$ cat config.mk
export PLATFORM = sky130hd
export DESIGN_NAME = ped_crossing_ctrl
export DESIGN_NICKNAME = d
export VERILOG_FILES = /design/src/rtl/ped_pkg.sv /design/src/rtl/ped_down_counter.sv /design/src/rtl/ped_crossing_ctrl.sv
export SDC_FILE = /design/constraint.sdc
export NUM_CORES = 1
export LEC_CHECK = 0
export BUFFER_PORTS_ARGS = -buffer_cell sky130_fd_sc_hd__buf_2
export CAP_MARGIN = 20
export CELL_PAD_IN_SITES_DETAIL_PLACEMENT = 0
export CELL_PAD_IN_SITES_GLOBAL_PLACEMENT = 1
export CORE_UTILIZATION = 38
export CTS_BUF_LIST = sky130_fd_sc_hd__clkbuf_16
export DETAILED_ROUTE_END_ITERATION = 8
export PLACE_DENSITY = 0.81
export SETUP_SLACK_MARGIN = 0.3
export SYNTH_ARGS = -nofsm -noshare
export SYNTH_HDL_FRONTEND = slang
export SYNTH_HIERARCHICAL = 1
export SYNTH_SLANG_ARGS = --single-unit
$ cat constraint.sdc
create_clock -name clk -period 2.5 [get_ports clk]
set_clock_uncertainty 0.2 [all_clocks]
set_input_delay 0 -clock clk [delete_from_list [all_inputs] [get_ports clk]]
set_output_delay 0 -clock clk [all_outputs]
set_load 0.1 [all_outputs]
$ cat src/rtl/ped_pkg.sv
// Shared state encoding and default phase timings for the pedestrian crossing controller.
package ped_pkg;

  typedef enum logic [1:0] {
    IDLE  = 2'd0,
    WALK  = 2'd1,
    CLEAR = 2'd2,
    FAULT = 2'd3
  } ped_state_e;

  localparam int unsigned DEF_WALK_CYCLES  = 8;
  localparam int unsigned DEF_CLEAR_CYCLES = 6;
  localparam int unsigned DEF_FLASH_HALF   = 2;

  function automatic int unsigned max_u(input int unsigned a, input int unsigned b);
    return (a > b) ? a : b;
  endfunction

endpackage

$ cat src/rtl/ped_down_counter.sv
// Loadable down counter with zero flag; load wins over decrement, decrement stops at zero.
// Count is registered; zero_o reflects the current registered count.
module ped_down_counter
  import ped_pkg::*;
#(
  parameter int unsigned W = 4
) (
  input  logic         clk_i,
  input  logic         rst_i,
  input  logic         load_i,
  input  logic [W-1:0] load_val_i,
  input  logic         dec_i,
  output logic [W-1:0] cnt_o,
  output logic         zero_o
);

  logic [W-1:0] cnt_q, cnt_d;

  always_comb begin
    cnt_d = cnt_q;
    if (load_i) begin
      cnt_d = load_val_i;
    end else if (dec_i && (cnt_q != '0)) begin
      cnt_d = cnt_q - W'(1);
    end
  end

  always_ff @(posedge clk_i) begin
    if (rst_i) begin
      cnt_q <= '0;
    end else begin
      cnt_q <= cnt_d;
    end
  end

  assign cnt_o  = cnt_q;
  assign zero_o = (cnt_q == '0);

endmodule

$ cat src/rtl/ped_crossing_ctrl.sv
// Pedestrian crossing controller: grants WALK only inside a vehicle red phase, then a flashing clearance.
// All outputs registered; an input change shows at the outputs one clock later.
module ped_crossing_ctrl
  import ped_pkg::*;
#(
  parameter int unsigned WALK_CYCLES  = DEF_WALK_CYCLES,
  parameter int unsigned CLEAR_CYCLES = DEF_CLEAR_CYCLES,
  parameter int unsigned FLASH_HALF   = DEF_FLASH_HALF,
  localparam int unsigned CW = $clog2(max_u(WALK_CYCLES, CLEAR_CYCLES) + 1)
) (
  input  logic          clk,
  input  logic          rst,
  input  logic          red,
  input  logic          yellow,
  input  logic          green,
  input  logic          ped_btn,
  output logic          walk,
  output logic          dont_walk,
  output logic [CW-1:0] countdown,
  output logic          req_pending,
  output logic          abort,
  output logic          fault
);

  localparam int unsigned FW = $clog2(FLASH_HALF + 1);

  ped_state_e    state_q, state_d;
  logic          red_q, btn_q;
  logic          req_q, req_d;
  logic          flash_q, flash_d;
  logic          abort_d;
  logic          walk_q, walk_d;
  logic          dont_walk_q, dont_walk_d;
  logic [CW-1:0] countdown_q, countdown_d;
  logic          abort_q, fault_q, fault_d;

  logic          ph_load, ph_dec, ph_zero;
  logic [CW-1:0] ph_val, ph_cnt;
  logic          fl_load, fl_dec, fl_zero;
  logic [FW-1:0] fl_val, fl_cnt_unused;

  logic [1:0]    lamp_sum;
  logic          illegal, btn_rise, red_rise;

  assign lamp_sum = {1'b0, red} + {1'b0, yellow} + {1'b0, green};
  assign illegal  = (lamp_sum != 2'd1);
  assign btn_rise = ped_btn & ~btn_q;
  assign red_rise = red & ~red_q;

  ped_down_counter #(.W(CW)) u_phase_cnt (
    .clk_i      (clk),
    .rst_i      (rst),
    .load_i     (ph_load),
    .load_val_i (ph_val),
    .dec_i      (ph_dec),
    .cnt_o      (ph_cnt),
    .zero_o     (ph_zero)
  );

  ped_down_counter #(.W(FW)) u_flash_cnt (
    .clk_i      (clk),
    .rst_i      (rst),
    .load_i     (fl_load),
    .load_val_i (fl_val),
    .dec_i      (fl_dec),
    .cnt_o      (fl_cnt_unused),
    .zero_o     (fl_zero)
  );

  always_comb begin
    state_d = state_q;
    req_d   = req_q;
    flash_d = flash_q;
    abort_d = 1'b0;
    ph_load = 1'b0;
    ph_dec  = 1'b0;
    ph_val  = '0;
    fl_load = 1'b0;
    fl_dec  = 1'b0;
    fl_val  = FW'(FLASH_HALF - 1);

    unique case (state_q)
      IDLE: begin
        if (btn_rise) req_d = 1'b1;
        if (illegal) begin
          state_d = FAULT;
        end else if (red_rise && (req_q || btn_rise)) begin
          state_d = WALK;
          ph_load = 1'b1;
          ph_val  = CW'(WALK_CYCLES - 1);
        end
      end
      WALK: begin
        if (illegal) begin
          state_d = FAULT;
        end else if (!red) begin
          state_d = IDLE;
          abort_d = 1'b1;
        end else if (ph_zero) begin
          state_d = CLEAR;
          ph_load = 1'b1;
          ph_val  = CW'(CLEAR_CYCLES - 1);
          flash_d = 1'b1;
          fl_load = 1'b1;
        end else begin
          ph_dec = 1'b1;
        end
      end
      CLEAR: begin
        if (illegal) begin
          state_d = FAULT;
        end else if (!red) begin
          state_d = IDLE;
          abort_d = 1'b1;
        end else if (ph_zero) begin
          state_d = IDLE;
        end else begin
          ph_dec = 1'b1;
          if (fl_zero) begin
            flash_d = ~flash_q;
            fl_load = 1'b1;
          end else begin
            fl_dec = 1'b1;
          end
        end
      end
      FAULT: begin
        if (btn_rise) req_d = 1'b1;
        if (!illegal) state_d = IDLE;
      end
      default: state_d = IDLE;
    endcase

    // Entering WALK or FAULT consumes the request, overriding a same-cycle press.
    if ((state_d == WALK && state_q != WALK) || (state_d == FAULT && state_q != FAULT)) begin
      req_d = 1'b0;
    end

    walk_d      = (state_d == WALK);
    fault_d     = (state_d == FAULT);
    dont_walk_d = (state_d == CLEAR) ? flash_d : (state_d != WALK);
    countdown_d = '0;
    if (state_d == CLEAR) begin
      countdown_d = ph_load ? ph_val : (ph_cnt - CW'(1));
    end
  end

  always_ff @(posedge clk) begin
    if (rst) begin
      state_q     <= IDLE;
      red_q       <= 1'b0;
      btn_q       <= 1'b0;
      req_q       <= 1'b0;
      flash_q     <= 1'b0;
      walk_q      <= 1'b0;
      dont_walk_q <= 1'b1;
      countdown_q <= '0;
      abort_q     <= 1'b0;
      fault_q     <= 1'b0;
    end else begin
      state_q     <= state_d;
      red_q       <= red;
      btn_q       <= ped_btn;
      req_q       <= req_d;
      flash_q     <= flash_d;
      walk_q      <= walk_d;
      dont_walk_q <= dont_walk_d;
      countdown_q <= countdown_d;
      abort_q     <= abort_d;
      fault_q     <= fault_d;
    end
  end

  assign walk        = walk_q;
  assign dont_walk   = dont_walk_q;
  assign countdown   = countdown_q;
  assign req_pending = req_q;
  assign abort       = abort_q;
  assign fault       = fault_q;

endmodule

## After elaboration in Yosys (flattened, before gate mapping)

Cells that the tools add are included.

| word-level totals | value |
|---|---|
| register bits | 20 |
| bits of input ports | 6 |
| ROM bits | 0 |
| logic and storage cells | 106 |
| output and inout port bits | 9 |
| latch bits | 0 |
| memories | 0 |
| bits in writable memories | 0 |

| operators by class | value |
|---|---|
| bitwise logic cells | 7 |
| mux-type cells | 51 |
| div/mod/pow operators | 0 |
| order comparisons | 0 |
| reductions and logical operators | 21 |
| eq/ne operators | 10 |
| $add $sub $neg | 4 |
| multiply operators | 0 |
| shift operators | 0 |

Operators with widths:

| operator | count |
|---|---|
| 1-bit 2-to-1 mux | 29 |
| 2-bit 2-to-1 mux | 9 |
| 3-bit 2-to-1 mux | 5 |
| 4-bit 2-to-1 mux | 3 |
| 2-bit OR reduction | 5 |
| 2-bit == test (second input constant) | 4 |
| 2-bit one-hot mux with 4 select lines | 1 |
| 2-bit by 1-bit != test with 1-bit output (second input constant) | 3 |
| 1-bit one-hot mux with 2 select lines | 3 |
| 3-bit one-hot mux with 2 select lines | 1 |
| 2-bit nonzero test | 3 |
| 1-bit logical AND | 5 |
| 1-bit inverter | 5 |
| 2-bit by 1-bit == test with 1-bit output (second input constant) | 2 |
| 2-bit logical NOT | 2 |
| 4-bit logical NOT | 1 |
| 4-bit nonzero test | 1 |
| 4-bit by 1-bit subtractor with 4-bit output (second input constant) | 1 |
| 3-bit OR reduction | 1 |
| 1-bit by 1-bit adder with 2-bit output | 1 |
| 2-bit by 1-bit adder with 2-bit output | 1 |
| 1-bit AND | 2 |
| 1-bit logical OR | 2 |
| 2-bit != test (second input constant) | 1 |
| other kinds (2) | 2 |

## Longest topological paths before layout

| depth | value |
|---|---|
| word-level depth | 11 |
| depth in mapped cells | 10 |
| mapped depth without buffers | 10 |

## Modules after synthesis

Netlist, hierarchy kept.

Modules (own cells, without submodules):

| module | cells an instance | seq. area each (µm²) | area an instance (µm²) | instances |
|---|---|---|---|---|
| ped_crossing_ctrl | 84 | 280.3 | 767.0 | 1 |
| ped_down_counter (u_phase_cnt) | 29 | 80.1 | 262.8 | 1 |
| ped_down_counter (u_flash_cnt) | 14 | 40.0 | 126.4 | 1 |

## Worst setup path after synthesis

No wires, ideal clock.

| path | value |
|---|---|
| path type | reg2reg |
| start | register u_phase_cnt.cnt_q[1], in the netlist u_phase_cnt/cnt_o[1] |
| end | register dont_walk_q, in the netlist dont_walk |
| path slack | -0.034 ns |
| data arrival time | 2.201 ns |
| cell stages (with the launch flop) | 10 |
| period minus slack after synthesis | 2.534 ns |
| buffers on the path | 0 |
| library setup time | 0.133 ns |
| required time | 2.167 ns |
| cell sequence | dfxtp_1 -> inv_1 -> ha_1 -> or3b_4 -> inv_1 -> nand2_1 -> o31a_1 -> a221oi_4 -> and3_2 -> a31oi_1 |

| between the ends | value |
|---|---|
| longest elaborated chain between the ends | 7 |
| elaborated cells between the ends (all ways) | 18 |
| those cells by class | 2 x eq/ne; 15 x mux; 1 x reduce/logical |

Ends and longest elaborated chain:

| item | RTL line | text |
|---|---|---|
| start: declaration | ped_down_counter.sv:17 | `logic [W-1:0] cnt_q, cnt_d;` |
| start signal: assignment | ped_down_counter.sv:32 | `cnt_q <= cnt_d;` |
| 4-bit logical NOT (*) | ped_down_counter.sv:37 | `assign zero_o = (cnt_q == '0);` |
| via ph_zero | ped_crossing_ctrl.sv:37 | `logic ph_load, ph_dec, ph_zero;` |
| 2-bit 2-to-1 mux (on tied branches) | ped_crossing_ctrl.sv:115, ped_crossing_ctrl.sv:99 |  |
| 2-bit 2-to-1 mux (on tied branches) | ped_crossing_ctrl.sv:112, ped_crossing_ctrl.sv:96 |  |
| 2-bit 2-to-1 mux (on tied branches) | ped_crossing_ctrl.sv:110, ped_crossing_ctrl.sv:94 |  |
| 2-bit one-hot mux with 4 select lines | ped_crossing_ctrl.sv:82 | `unique case (state_q)` |
| 2-bit by 1-bit != test with 1-bit output / 2-bit == test (equally long branches) | ped_crossing_ctrl.sv:141 | `dont_walk_d = (state_d == CLEAR) ? flash_d : (state_d != WALK);` |
| 1-bit 2-to-1 mux (*) | ped_crossing_ctrl.sv:141 |  |
| end signal: assignment | ped_crossing_ctrl.sv:167 | `dont_walk_q <= dont_walk_d;` |
| end: declaration | ped_crossing_ctrl.sv:33 | `logic dont_walk_q, dont_walk_d;` |

The timed path passes the listed nets; every way through them passes the cells marked *.
A chain may end at the register's enable or synchronous reset.

## Final worst setup path

Same ends and word-level chain as after synthesis.

==> flow_summary.html <==
<table>
<tr><th>Metric</th><th>Value</th></tr>
<tr><th colspan="2">Floorplan</th></tr>
<tr><td>I/O pin cnt</td><td>15</td></tr>
<tr><td>Die footprint</td><td>around 0.0033 mm^2</td></tr>
<tr><td>Die H</td><td>between 50 and 60 um</td></tr>
<tr><td>Core Rows</td><td>19</td></tr>
<tr><td>Area inside the core boundary</td><td>0.00283 mm^2</td></tr>
<tr><td>Starting Density</td><td>0.409</td></tr>
<tr><td>Chip width</td><td>~57 um</td></tr>
<tr><th colspan="2">Setup path</th></tr>
<tr><td>R2r setup slk</td><td>around 0.094 ns</td></tr>
<tr><td>Element type at the critical path start</td><td>flip-flop</td></tr>
<tr><td>Slowest cell on the critical path</td><td>o22ai_1</td></tr>
<tr><td>Worst Reg-to-Reg Cells</td><td>9</td></tr>
<tr><td>CP max stage delay</td><td>0.52 ns</td></tr>
<tr><td>Worst setup path category</td><td>flip-flop to flip-flop</td></tr>
<tr><td>Req. time, crit path</td><td>around 2.4 ns</td></tr>
<tr><td>Type of destination of the critical path</td><td>flip-flop</td></tr>
<tr><td>Biggest fanout along the worst timing path</td><td>5</td></tr>
<tr><td>Reg2reg end</td><td>dont_walk$_SDFF_PP1_</td></tr>
<tr><td>Buffers plus inverters on the worst setup path</td><td>3</td></tr>
<tr><td>Startpoint of the lowest-slack register-to-register path</td><td>u_phase_cnt/cnt_o[1]$_SDFFE_PP0P_</td></tr>
<tr><td>Worst EP arrival</td><td>2.32 ns</td></tr>
<tr><td>CP delay by family, top</td><td>simple AND/OR/NAND/NOR gates</td></tr>
<tr><td>Series of cell instances along the critical path</td><td>inv_2, ha_4, or3b_4, inv_4, buf_4, nor3_1, o22ai_1, and3_4, a31oi_1</td></tr>
<tr><th colspan="2">Logic synthesis</th></tr>
<tr><td>Synth top area share</td><td>0.346</td></tr>
<tr><td>Gate count after technology mapping</td><td>around 130</td></tr>
<tr><td>Count of state elements after synthesis</td><td>20</td></tr>
<tr><td>Count of unique library cells instantiated by Yosys</td><td>44</td></tr>
<tr><td>Cell types occupying the most area after synthesis</td><td>dfxtp_1 35%, ha_1 7.6%, inv_1 4.9%, nor2_1 3.9%, a21oi_1 3.5%</td></tr>
<tr><td>Cell area after synthesis</td><td>~0.0012 mm^2</td></tr>
<tr><td>Number of warnings reported in the yosys synthesis log</td><td>6</td></tr>
<tr><td>Post-synthesis cell type with the largest combined area</td><td>dfxtp_1</td></tr>
<tr><td>Mean Syn Cell Area</td><td>approximately 9.1 um^2</td></tr>
<tr><td>Sequential fraction of the synthesis area</td><td>0.346</td></tr>
<tr><th colspan="2">Run status</th></tr>
<tr><td>Run status</td><td>finished, violations left</td></tr>
<tr><td>Failing checks</td><td>DRC</td></tr>
<tr><th colspan="2">STA</th></tr>
<tr><td>Final max-slew violation count</td><td>0</td></tr>
<tr><td>Ratio of final minimum period to clock period</td><td>0.963</td></tr>
<tr><td>Final min period</td><td>approximately 2.4 ns</td></tr>
<tr><td>Sum Neg Setup Slack</td><td>0 ns</td></tr>
<tr><td>Smallest setup slack after layout</td><td>~0.094 ns</td></tr>
<tr><td>Worst max-slew margin expressed relative to the limit</td><td>0.565</td></tr>
<tr><td>Achievable clock frequency</td><td>~420 MHz</td></tr>
<tr><td>Setup violations, final</td><td>0</td></tr>
<tr><td>Transition time at the pin with the least slew margin</td><td>around 0.65 ns</td></tr>
<tr><td>Final hold violation count</td><td>0</td></tr>
<tr><td>Setup repair after global routing missed its margin</td><td>yes</td></tr>
<tr><td>Hold WS</td><td>around 0.046 ns</td></tr>
<tr><th colspan="2">Clock tree</th></tr>
<tr><td>Number of buffers on the longest clock path</td><td>2</td></tr>
<tr><td>Clock insertion delay at the later pin of the skew report</td><td>between 0.2 and 0.3 ns</td></tr>
<tr><td>Count of H-tree levels built during CTS</td><td>1</td></tr>
<tr><td>TritonCTS clock tree</td><td>yes</td></tr>
<tr><td>Clock root cell</td><td>clkbuf_16</td></tr>
<tr><td>Number of sinks driven by the clock tree</td><td>20</td></tr>
<tr><td>Clock transition time at the flip-flop clock pins of the worst setup and hold paths</td><td>0.06 ns</td></tr>
<tr><td>CTS buffer count</td><td>3</td></tr>
<tr><th colspan="2">Place</th></tr>
<tr><td>Detailed Place HPWL</td><td>1840 um</td></tr>
<tr><td>Weighted congestion reported at the end of routability-driven placement</td><td>approximately 0.9</td></tr>
<tr><td>Number of cells after detailed placement</td><td>180</td></tr>
<tr><td>Number of buffers inserted by port buffering</td><td>14</td></tr>
<tr><td>Worst slack after detailed placement</td><td>between 0.015 and 0.02 ns</td></tr>
<tr><th colspan="2">Pwr</th></tr>
<tr><td>Worst IR Drop VDD</td><td>~0.43 mV</td></tr>
<tr><td>Power share of the combinational group</td><td>0.564</td></tr>
<tr><td>Leakage power summed over all cells</td><td>0.672 nW</td></tr>
<tr><td>Sequential fraction of design power</td><td>0.215</td></tr>
<tr><td>Clock share of power</td><td>0.221</td></tr>
<tr><td>Switching fraction of total power</td><td>0.454</td></tr>
<tr><td>Internal power</td><td>1.09 mW</td></tr>
<tr><td>Net switching power</td><td>905 uW</td></tr>
<tr><td>Areal power density over the cells</td><td>about 1200 mW/mm^2</td></tr>
<tr><th colspan="2">Detailed routing</th></tr>
<tr><td>Initial drt markers</td><td>35</td></tr>
<tr><td>Wire length on met2</td><td>1460 um</td></tr>
<tr><td>Via density</td><td>approximately 5.3</td></tr>
<tr><td>DRC violation count after routing</td><td>3</td></tr>
<tr><td>Antenna-violating nets left</td><td>0</td></tr>
<tr><td>First-pass detailed-route iteration total</td><td>6</td></tr>
<tr><td>Top routing layer in use</td><td>met4</td></tr>
<tr><td>Routed met1 length</td><td>1230 um</td></tr>
<tr><td>Wirelength per Cell</td><td>14.3 um</td></tr>
<tr><td>Sum of routed wire length over all layers</td><td>between 2000 and 3000 um</td></tr>
<tr><td>Sum of met3 wire segment lengths after detailed routing</td><td>approximately 140 um</td></tr>
<tr><td>Via Count</td><td>around 1100</td></tr>
<tr><th colspan="2">Finish</th></tr>
<tr><td>Fraction of final layout cells with drive strength greater than 1</td><td>0.417</td></tr>
<tr><td>Fill cell instance count of the final layout</td><td>between 200 and 300</td></tr>
<tr><td>Final cell utilization of the core</td><td>0.589</td></tr>
<tr><td>Area growth syn-to-layout</td><td>44.0%</td></tr>
<tr><td>Top library cells by usage in the layout, fill and taps aside</td><td>17 x dfxtp_1, 14 x buf_2, 14 x buf_4</td></tr>
<tr><td>Diode count</td><td>0</td></tr>
<tr><td>Most common library cell in the layout ignoring fill and taps</td><td>dfxtp_1</td></tr>
<tr><td>Non-filler cells, final</td><td>199</td></tr>
<tr><td>Fin nets</td><td>183</td></tr>
<tr><th colspan="2">Global routing</th></tr>
<tr><td>Maximum number of pins on one net before global-route repair</td><td>15</td></tr>
<tr><td>Overflow after GRT</td><td>0</td></tr>
<tr><td>Global-route total usage across every layer</td><td>0.183</td></tr>
<tr><td>First-pass GRT wire length</td><td>approximately 4500 um</td></tr>
<tr><td>Initial antenna violation count</td><td>0</td></tr>
<tr><td>Number of global-route vias before repair</td><td>between 900 and 1000</td></tr>
<tr><th colspan="2">Worst hold path</th></tr>
<tr><td>Hold path start</td><td>red</td></tr>
<tr><td>Worst Hold Endpoint</td><td>abort$_SDFF_PP0_</td></tr>
<tr><td>Classification of the worst-slack hold path</td><td>input port to flip-flop</td></tr>
<tr><td>Number of stages on the worst hold path</td><td>3</td></tr>
<tr><th colspan="2">Job</th></tr>
<tr><td>Number of max-capacitance violations reported</td><td>0</td></tr>
</table>
-- timing repair --
item	CTS	global route
endpoints found under the hold margin	10	0
resized for setup	7	15
setup endpoints to repair	13	16
pin swaps	8	4
buffers inserted	8	3
hold buffers	4	0
-- registers in the layout, indices dropped and copies added, names as in the netlist --
signal	count
abort	1
btn_q	1
countdown	4
dont_walk	1
fault	1
flash_q	1
red_q	1
req_pending	1
state_q	2
u_flash_cnt/cnt_o	2
u_phase_cnt/cnt_o	4
walk	1
-- per-layer routing --
metal,vias to the layer above,track usage
li1,529,-
met1,494,0.217
met2,32,0.329
met3,4,0.0408
met4,0,0.0523
met5,-,0
-- power by group through the flow --
stage | clock network, mW | logic (mW) | registers, mW
3_3_place_gp | 0 | 0.922 | 0.434
3_5_place_dp | 0 | 0.932 | 0.435
6_report | 0.440 | 1.12 | 0.428
2_1_floorplan | 0 | 0.404 | 0.784
5_1_grt | 0.458 | 1.18 | 0.434
4_1_cts | 0.446 | 1.01 | 0.428
-- layout make-up --
class | instances | area [um^2] | area share
clock buffers | 3 | 75.1 | 0.0451
inverters | 15 | 58.8 | 0.0353
clock inverters | 1 | 30.0 | 0.0180
repair buffers | 36 | 260 | 0.156
well taps | 31 | 38.8 | 0.0233
multi-input cells | 93 | 798 | 0.479
flip-flops and latches | 20 | 404 | 0.243
-- synth_stat cells --
library cell  count
dfxtp_1          20
o22ai_1           1
a2111oi_4         1
o31a_1            1
and3_2            2
nand2b_1          1
ha_1              7
a211oi_1          2
a211oi_2          2
and2_2            1
o21a_1            1
a221oi_4          1
or2b_2            1
a311o_1           1
nor4b_2           1
o31ai_2           1
o21ai_0           2
conb_1            2
a311oi_1          2
or3_1             1
inv_1            15
o41a_1            1
nand2_1           9
or3_2             1
and4_1            1
xnor2_1           3
nand4b_1          1
nor3b_1           1
nor2b_1           3
nor3_1            5
a31oi_1           1
mux2i_1           2
a21o_1            2
nor2b_4           1
nor2_1           12
nand3_1           2
or3b_4            1
or2_2             1
a21oi_1           8
nand4_2           1
fa_1              1
nand3b_1          2
o211ai_1          1
o32ai_1           1
-- cell families (layout without fill, tap and decap cells) --
logic type      Yosys count  after routing  share of synthesized area
xor+xnor                  3              3                     0.0227
compound gates           29             29                      0.221
mux                       2              2                     0.0173
fa+ha+maj                 8              8                     0.0931
simple gates             48             48                      0.245
flops                    20             20                      0.346
other cells               2              3                    0.00650
buf+inv                  15             55                     0.0487
-- worst reg2reg max path: cells and delay by family, from the launching register on --
kind                     cells  cell delay [ns]
buffers and inverters        3             0.29
AND/OR/NAND/NOR              3             0.74
flip-flops                   1             0.32
AO/OA/AOI/OAI                2             0.59
adder cells (fa/ha/maj)      1             0.13
-- through the flow --
stage / total power, mW / cell area [um^2]
CTS: 1.89 / 1580
global placement: 1.36 / 1350
finish: 1.99 / 1670
detailed placement: 1.37 / 1350
global route: 2.07 / 1670
floorplan: 1.19 / 1180
-- worst max path at each step --
stage,startpoint,to,slack [ns],depth (start not counted)
after detailed placement,u_phase_cnt/cnt_o[1]$_SDFFE_PP0P_,countdown[1]$_SDFF_PP0_,0.02,9
after global placement,u_phase_cnt/cnt_o[1]$_SDFFE_PP0P_,countdown[3]$_SDFF_PP0_,0.07,9
final,u_phase_cnt/cnt_o[1]$_SDFFE_PP0P_,dont_walk$_SDFF_PP1_,0.09,9
after CTS,u_phase_cnt/cnt_o[1]$_SDFFE_PP0P_,dont_walk$_SDFF_PP1_,0.15,10
after floorplan,u_phase_cnt/cnt_o[1]$_SDFFE_PP0P_,dont_walk$_SDFF_PP1_,0.09,9
after global routing,u_phase_cnt/cnt_o[0]$_SDFFE_PP0P_,req_pending$_SDFFE_PP0P_,0.01,9
(Power assumes the default switching activity.)
